--- src/rtl/irq_ctrl_pkg.sv ---
// Shared register map, FSM state encodings and helpers for the interrupt controller.
package irq_ctrl_pkg;

   localparam int unsigned IDX_W = 3;

   localparam logic [2:0] ADDR_PENDING = 3'd0;
   localparam logic [2:0] ADDR_MASK    = 3'd1;
   localparam logic [2:0] ADDR_ACK     = 3'd2;
   localparam logic [2:0] ADDR_CLAIM   = 3'd3;
   localparam logic [2:0] ADDR_EOI     = 3'd4;
   localparam logic [2:0] ADDR_MODE    = 3'd5;

   localparam logic [1:0] ST_IDLE    = 2'd0;
   localparam logic [1:0] ST_ASSERT  = 2'd1;
   localparam logic [1:0] ST_SERVICE = 2'd2;

   function automatic logic [7:0] idx_onehot(input logic [IDX_W-1:0] idx);
      logic [7:0] oh;
      oh      = 8'd0;
      oh[idx] = 1'b1;
      return oh;
   endfunction

endpackage

--- src/rtl/irq_prio_enc.sv ---
// Lowest-index-wins priority encoder; valid is high when any request is set.
module irq_prio_enc
   import irq_ctrl_pkg::*;
#(
   parameter int NSRC = 8
) (
   input  logic [NSRC-1:0]  req,
   output logic [IDX_W-1:0] idx,
   output logic             valid
);

   // Scan from the top down so the lowest set index is the last one written.
   always_comb begin
      idx   = 3'd0;
      valid = 1'b0;
      for (int i = NSRC - 1; i >= 0; i--) begin
         idx   = req[i] ? 3'(i) : idx;
         valid = valid | req[i];
      end
   end

endmodule

--- src/rtl/irq_controller.sv ---
// Interrupt controller: edge/level pending capture, mask, lowest-index priority
// and a claim/EOI handshake that blocks nesting while a source is in service.
module irq_controller
   import irq_ctrl_pkg::*;
#(
   parameter int NSRC = 8
) (
   input  logic            clk,
   input  logic            reset_n,
   input  logic [NSRC-1:0] src_irq,
   output logic            irq,
   input  logic            s_cs_n,
   input  logic [2:0]      s_address,
   input  logic            s_read,
   output logic [31:0]     s_readdata,
   input  logic            s_write,
   input  logic [31:0]     s_writedata
);

   logic [NSRC-1:0]  pending_r;
   logic [NSRC-1:0]  prev_r;
   logic [NSRC-1:0]  mask_r;
   logic [NSRC-1:0]  mode_r;
   logic             armed_r;
   logic [IDX_W-1:0] in_service_r;
   logic [1:0]       state_r;
   logic             irq_r;

   logic [1:0]       state_nxt_s;
   logic             rd_s;
   logic             wr_s;
   logic             claim_s;
   logic             eoi_s;
   logic             any_s;
   logic [IDX_W-1:0] winner_s;
   logic [7:0]       claim_oh_s;
   logic [NSRC-1:0]  active_s;
   logic [NSRC-1:0]  edge_s;
   logic [NSRC-1:0]  clr_s;
   logic [NSRC-1:0]  pending_nxt_s;
   logic [31:0]      readdata_s;
   logic             unused_wdata_s;

   assign rd_s       = ~s_cs_n & s_read;
   assign wr_s       = ~s_cs_n & s_write;
   assign active_s   = pending_r & mask_r;
   assign claim_s    = rd_s & (s_address == ADDR_CLAIM) & (state_r == ST_ASSERT) & any_s;
   assign eoi_s      = wr_s & (s_address == ADDR_EOI) & (s_writedata[2:0] == in_service_r);
   assign claim_oh_s = idx_onehot(winner_s);
   // armed_r masks the first cycle after reset, when prev_r does not yet hold real history.
   assign edge_s     = src_irq & ~prev_r & {NSRC{armed_r}};
   assign unused_wdata_s = ^s_writedata[31:NSRC];

   irq_prio_enc #(.NSRC(NSRC)) u_prio_enc (
      .req   (active_s),
      .idx   (winner_s),
      .valid (any_s)
   );

   // Pending update: edge bits set-dominant over clears, level bits follow the source.
   always_comb begin
      if (wr_s && (s_address == ADDR_ACK)) begin
         clr_s = s_writedata[NSRC-1:0];
      end else begin
         clr_s = {NSRC{1'b0}};
      end
      if (claim_s) begin
         clr_s = clr_s | claim_oh_s[NSRC-1:0];
      end else begin
         clr_s = clr_s;
      end
      pending_nxt_s = (mode_r & (edge_s | (pending_r & ~clr_s))) | (~mode_r & src_irq);
   end

   // Claim/service handshake state machine.
   always_comb begin
      state_nxt_s = state_r;
      case (state_r)
         ST_IDLE: begin
            if (any_s) state_nxt_s = ST_ASSERT;
            else       state_nxt_s = ST_IDLE;
         end
         ST_ASSERT: begin
            if (claim_s)     state_nxt_s = ST_SERVICE;
            else if (!any_s) state_nxt_s = ST_IDLE;
            else             state_nxt_s = ST_ASSERT;
         end
         ST_SERVICE: begin
            if (eoi_s) state_nxt_s = ST_IDLE;
            else       state_nxt_s = ST_SERVICE;
         end
         default: state_nxt_s = ST_IDLE;
      endcase
   end

   // Zero-wait-state register read decode.
   always_comb begin
      readdata_s = 32'd0;
      case (s_address)
         ADDR_PENDING: readdata_s[NSRC-1:0] = pending_r;
         ADDR_MASK:    readdata_s[NSRC-1:0] = mask_r;
         ADDR_MODE:    readdata_s[NSRC-1:0] = mode_r;
         ADDR_CLAIM: begin
            if ((state_r == ST_ASSERT) && any_s) readdata_s = {1'b1, 28'd0, winner_s};
            else                                 readdata_s = 32'd0;
         end
         default: readdata_s = 32'd0;
      endcase
   end

   assign s_readdata = readdata_s;
   assign irq        = irq_r;

   // State registers; irq mirrors the next state so it is high exactly in ASSERT.
   always_ff @(posedge clk) begin
      if (!reset_n) begin
         pending_r    <= {NSRC{1'b0}};
         prev_r       <= {NSRC{1'b0}};
         mask_r       <= {NSRC{1'b0}};
         mode_r       <= {NSRC{1'b0}};
         armed_r      <= 1'b0;
         in_service_r <= 3'd0;
         state_r      <= ST_IDLE;
         irq_r        <= 1'b0;
      end else begin
         pending_r <= pending_nxt_s;
         prev_r    <= src_irq;
         armed_r   <= 1'b1;
         if (wr_s && (s_address == ADDR_MASK)) mask_r <= s_writedata[NSRC-1:0];
         if (wr_s && (s_address == ADDR_MODE)) mode_r <= s_writedata[NSRC-1:0];
         if (claim_s) in_service_r <= winner_s;
         state_r <= state_nxt_s;
         irq_r   <= (state_nxt_s == ST_ASSERT);
      end
   end

endmodule

--- config.mk ---
export PLATFORM = sky130hd
export DESIGN_NAME = irq_controller
export DESIGN_NICKNAME = d
export VERILOG_FILES = /design/src/rtl/irq_ctrl_pkg.sv /design/src/rtl/irq_prio_enc.sv /design/src/rtl/irq_controller.sv
export SDC_FILE = /design/constraint.sdc
export NUM_CORES = 1
export LEC_CHECK = 0
export BUFFER_PORTS_ARGS = -buffer_cell sky130_fd_sc_hd__buf_2
export CAP_MARGIN = 20
export CORE_MARGIN = 2
export CORE_UTILIZATION = 49
export DETAILED_ROUTE_END_ITERATION = 10
export GPL_TIMING_DRIVEN = 0
export PLACE_DENSITY = 0.87
export SLEW_MARGIN = 15
export SYNTH_ARGS = -nofsm -noshare
export SYNTH_HDL_FRONTEND = slang
export SYNTH_SLANG_ARGS = --single-unit
export TNS_END_PERCENT = 100
--- constraint.sdc ---
create_clock -name clk -period 1.78 [get_ports clk]
set_input_delay 0.089 -clock clk [delete_from_list [all_inputs] [get_ports clk]]
set_output_delay 0.089 -clock clk [all_outputs]
set_load 0.1 [all_outputs]
==> run_results.csv <==
group,metric,value,unit
clocking,clock_sinks,39,
status,status,"finished, violations left",
yosys,synthMuxAreaShare,8.57,%
global_route,track_usage,25.4,%
place,io_buffers,32,
sta,timing_hold_violations_final,0,
place,hpwl,4110,um
run,drv_cap,0,
global_route,grt_pass1_vias,2072,
sta,fin_skew,4.18,ps
setup_path,slowest_delay,350,ps
setup_path,startpoint_type,"flip-flop",
sta,setup_tns,-9.12,ps
route,route.detailed.drc,0,
setup_path,rr_startpoint,"pending_r[2]",
sta,rsz0062_at_grt,"true",
finish,drive_gt1_share,32.6,%
yosys,ys_ff_latch,39,
setup_path,r2r_end,"pending_r[7]",
route,antenna_left,0,
finish,area_growth,29.3,%
sta,slew_headroom,35.7,%
finish,layout.nets,380,
setup_path,crit_arrival,1700,ps
global_route,grt_max_degree,11,
place,pre_cts_slack,-269,ps
setup_path,setup.worst_path.class,"reg -> out",
clocking,path_clk_slew,60,ps
yosys,synth_top_cell_by_area,"dfxtp_1",
yosys,synth_top_family_by_area,"simple AND/OR/NAND/NOR gates",
setup_path,rr_worst_depth,6,
sta,setup_ws,-9.12,ps
floorplanning,io_pins,81,
floorplanning,core,0.00429,mm2
setup_path,worstPathCellList,"a22o_1 > a21o_1 > o221a_4 > o22ai_4 > buf_12",
floorplanning,initial_utilization,50.0,%
sta,drv_slew,0,
setup_path,crit_required,1690,ps
floorplanning,rows,24,
clocking,htree_levels,2,
sta,fin_crit_sh,101,%
hold_path,min_delay_path_depth,2,
sta,finalCriticalPeriod,1790,ps
power,ir_worst_vdd,0.383,mV
yosys,ys_warn_count,0,
route,first_pass_iters,5,
route,wl_per_cell,16.3,um
place,gp_congestion,0.898,
yosys,synth_simple_gate_area_share,21.4,%
yosys,synth_cell_types,43,
finish,final_cell_mix,"33 x buf_4, 30 x nand2_1, 30 x buf_2",
sta,finalSetupViolCount,1,
setup_path,critPathMaxFanout,5,
clocking,cts-buffers-inserted,5,
power,p_per_area,699,mW/mm2
yosys,yosys-top-cells-area,"dfxtp_1 36%, buf_4 8.4%, mux2i_1 7.0%",
finish,layout_commonest_cell,"buf_4",
yosys,syn_area_per_cell,8.23,um2
global_route,grt_pass1_wl,9870,um
hold_path,min_path_type,"in -> reg",
status,violations,"negative setup slack",
power,p_leak,1.24,nW
clocking,cts_tree,"yes",
clocking,clock_latency,280,ps
floorplanning,dieArea,0.00493,mm2
finish,antenna_cells,0,
yosys,synthAdderAreaFrac,0,%
yosys,synth-compound-area-share,20.6,%
floorplanning,die_h,70.2,um
sta,fmax,559,MHz
setup_path,r2r_setup_slack,40,ps
clocking,cts_max_path_buffers,2,
yosys,seq_area_frac_synth,36.4,%
hold_path,min_to,"prev_r[1]",
route,drtIter0Drc,344,
setup_path,cp-end-kind,"output pin",
setup_path,critical_path.top_delay_family,"compound AO/OA/AOI/OAI gates",
yosys,synthCells,261,
finish,final_util,64.7,%
hold_path,hp-start,"src_irq[1]",
yosys,synth_top_cell_area_share,36.4,%
sta,worst_pin_slew,962,ps
yosys,synth_area,0.00215,mm2
floorplanning,die_w,70.2,um
global_route,overflow,0,
global_route,antenna_found_initial,0,
clocking,clockRootBuffer,"clkbuf_8",
setup_path,crit_slowest_cell,"dfxtp_2",
setup_path,crit_buf_inv,1,
route,finalWirelength,6240,um
route,vias,2198,
yosys,synth-xor-area-share,1.22,%
route,avgViaCountPerCell,5.74,
==> how the worst max path moves through the flow <==
stage / startpoint / end / slack, ps / cells past startpoint
after floorplan: pending_r[2] / s_readdata[0] / -240 / 4
after global placement: mask_r[2] / s_readdata[0] / -240 / 5
after detailed placement: mask_r[2] / s_readdata[0] / -270 / 5
after CTS: mask_r[0] / s_readdata[0] / 0.6 / 5
after global routing: s_address[1] / pending_r[7] / -50 / 6
final: pending_r[0] / s_readdata[0] / -9 / 5
==> sequential cells by signal, indices dropped and copies added, names as in the netlist <==
name / cells
in_service_r: 3
irq: 1
state_r: 2
prev_r: 8
mode_r: 8
pending_r: 8
mask_r: 8
armed_r: 1
==> stage by stage <==
stage / instances / hold WS (ps) / area (um2) / total power [mW]
after CTS: 381 / 26.7 / 2730 / 1.93
after floorplan: 283 / 117 / 2280 / 1.32
after detailed placement: 367 / 234 / 2510 / 1.40
after global routing: 383 / 51.1 / 2780 / 2.00
after global placement: 367 / 228 / 2510 / 1.39
final: 383 / 27.1 / 2780 / 1.94
==> layer usage <==
layer | vias to the layer above | part of all wire, % | GRT usage, %
li1 | 1032 | - | -
met1 | 999 | 40 | 31.0
met2 | 141 | 48 | 43.5
met3 | 26 | 9.1 | 4.04
met4 | 0 | 3.3 | 12.4
met5 | - | 0 | 0
==> synth_stat cells <==
cell and count:
nor2b_1 1, o21ai_0 14, nand4_1 2, o31ai_1 1, a221oi_1 1, mux2_2 3
nor4b_2 1, dfxtp_1 39, a21oi_1 18, a21o_1 1, buf_4 24, and3_1 2
buf_2 2, o41ai_1 1, nor2_2 1, a22oi_1 7, xnor2_1 1, conb_1 1
nand2_1 31, and4b_1 1, o221a_2 1, a211oi_1 2, inv_1 7, nor2_1 20
o21a_1 1, buf_6 1, nor3_1 3, a22o_1 2, nand4b_1 2, clkbuf_1 5
or3b_1 2, buf_1 1, a311oi_1 1, nand3_1 6, a41oi_1 1, o22ai_1 3
and2_1 13, o221ai_1 5, xor2_1 2, a31oi_1 9, a32oi_1 1, nand3b_1 6
mux2i_1 15
==> cells by family (layout without fill, tap and decap cells) <==
group | count (synthesis) | in the layout
muxes | 18 | 18
AOI/OAI and AO/OA | 69 | 69
other | 1 | 23
buffers and inverters | 40 | 88
DFF | 39 | 39
and+or+nand+nor | 91 | 91
xor gates and xnor gates | 3 | 3
==> timing repair <==
item	4_1_cts	5_1_grt
endpoints found under the hold margin	1	0
pin swaps	4	6
setup endpoints to repair	4	8
resized for setup	23	18
hold buffers	1	0
buffers inserted	7	2
==> layout make-up <==
type	count	area [um2]
timing repair buffer	42	289
multi-input combinational	204	1290
buffer	33	226
fill	356	1520
sequential	39	802
tap	52	65.1
inverter	7	26.3
clock buffer	6	72.6
==> where the power goes <==
group	leakage, nW	switching [mW]	internal, mW
combinational	0.880	0.362	0.117
clock	0.0371	0.276	0.261
sequential	0.325	0.0262	0.899
(Power assumes the default switching activity.)
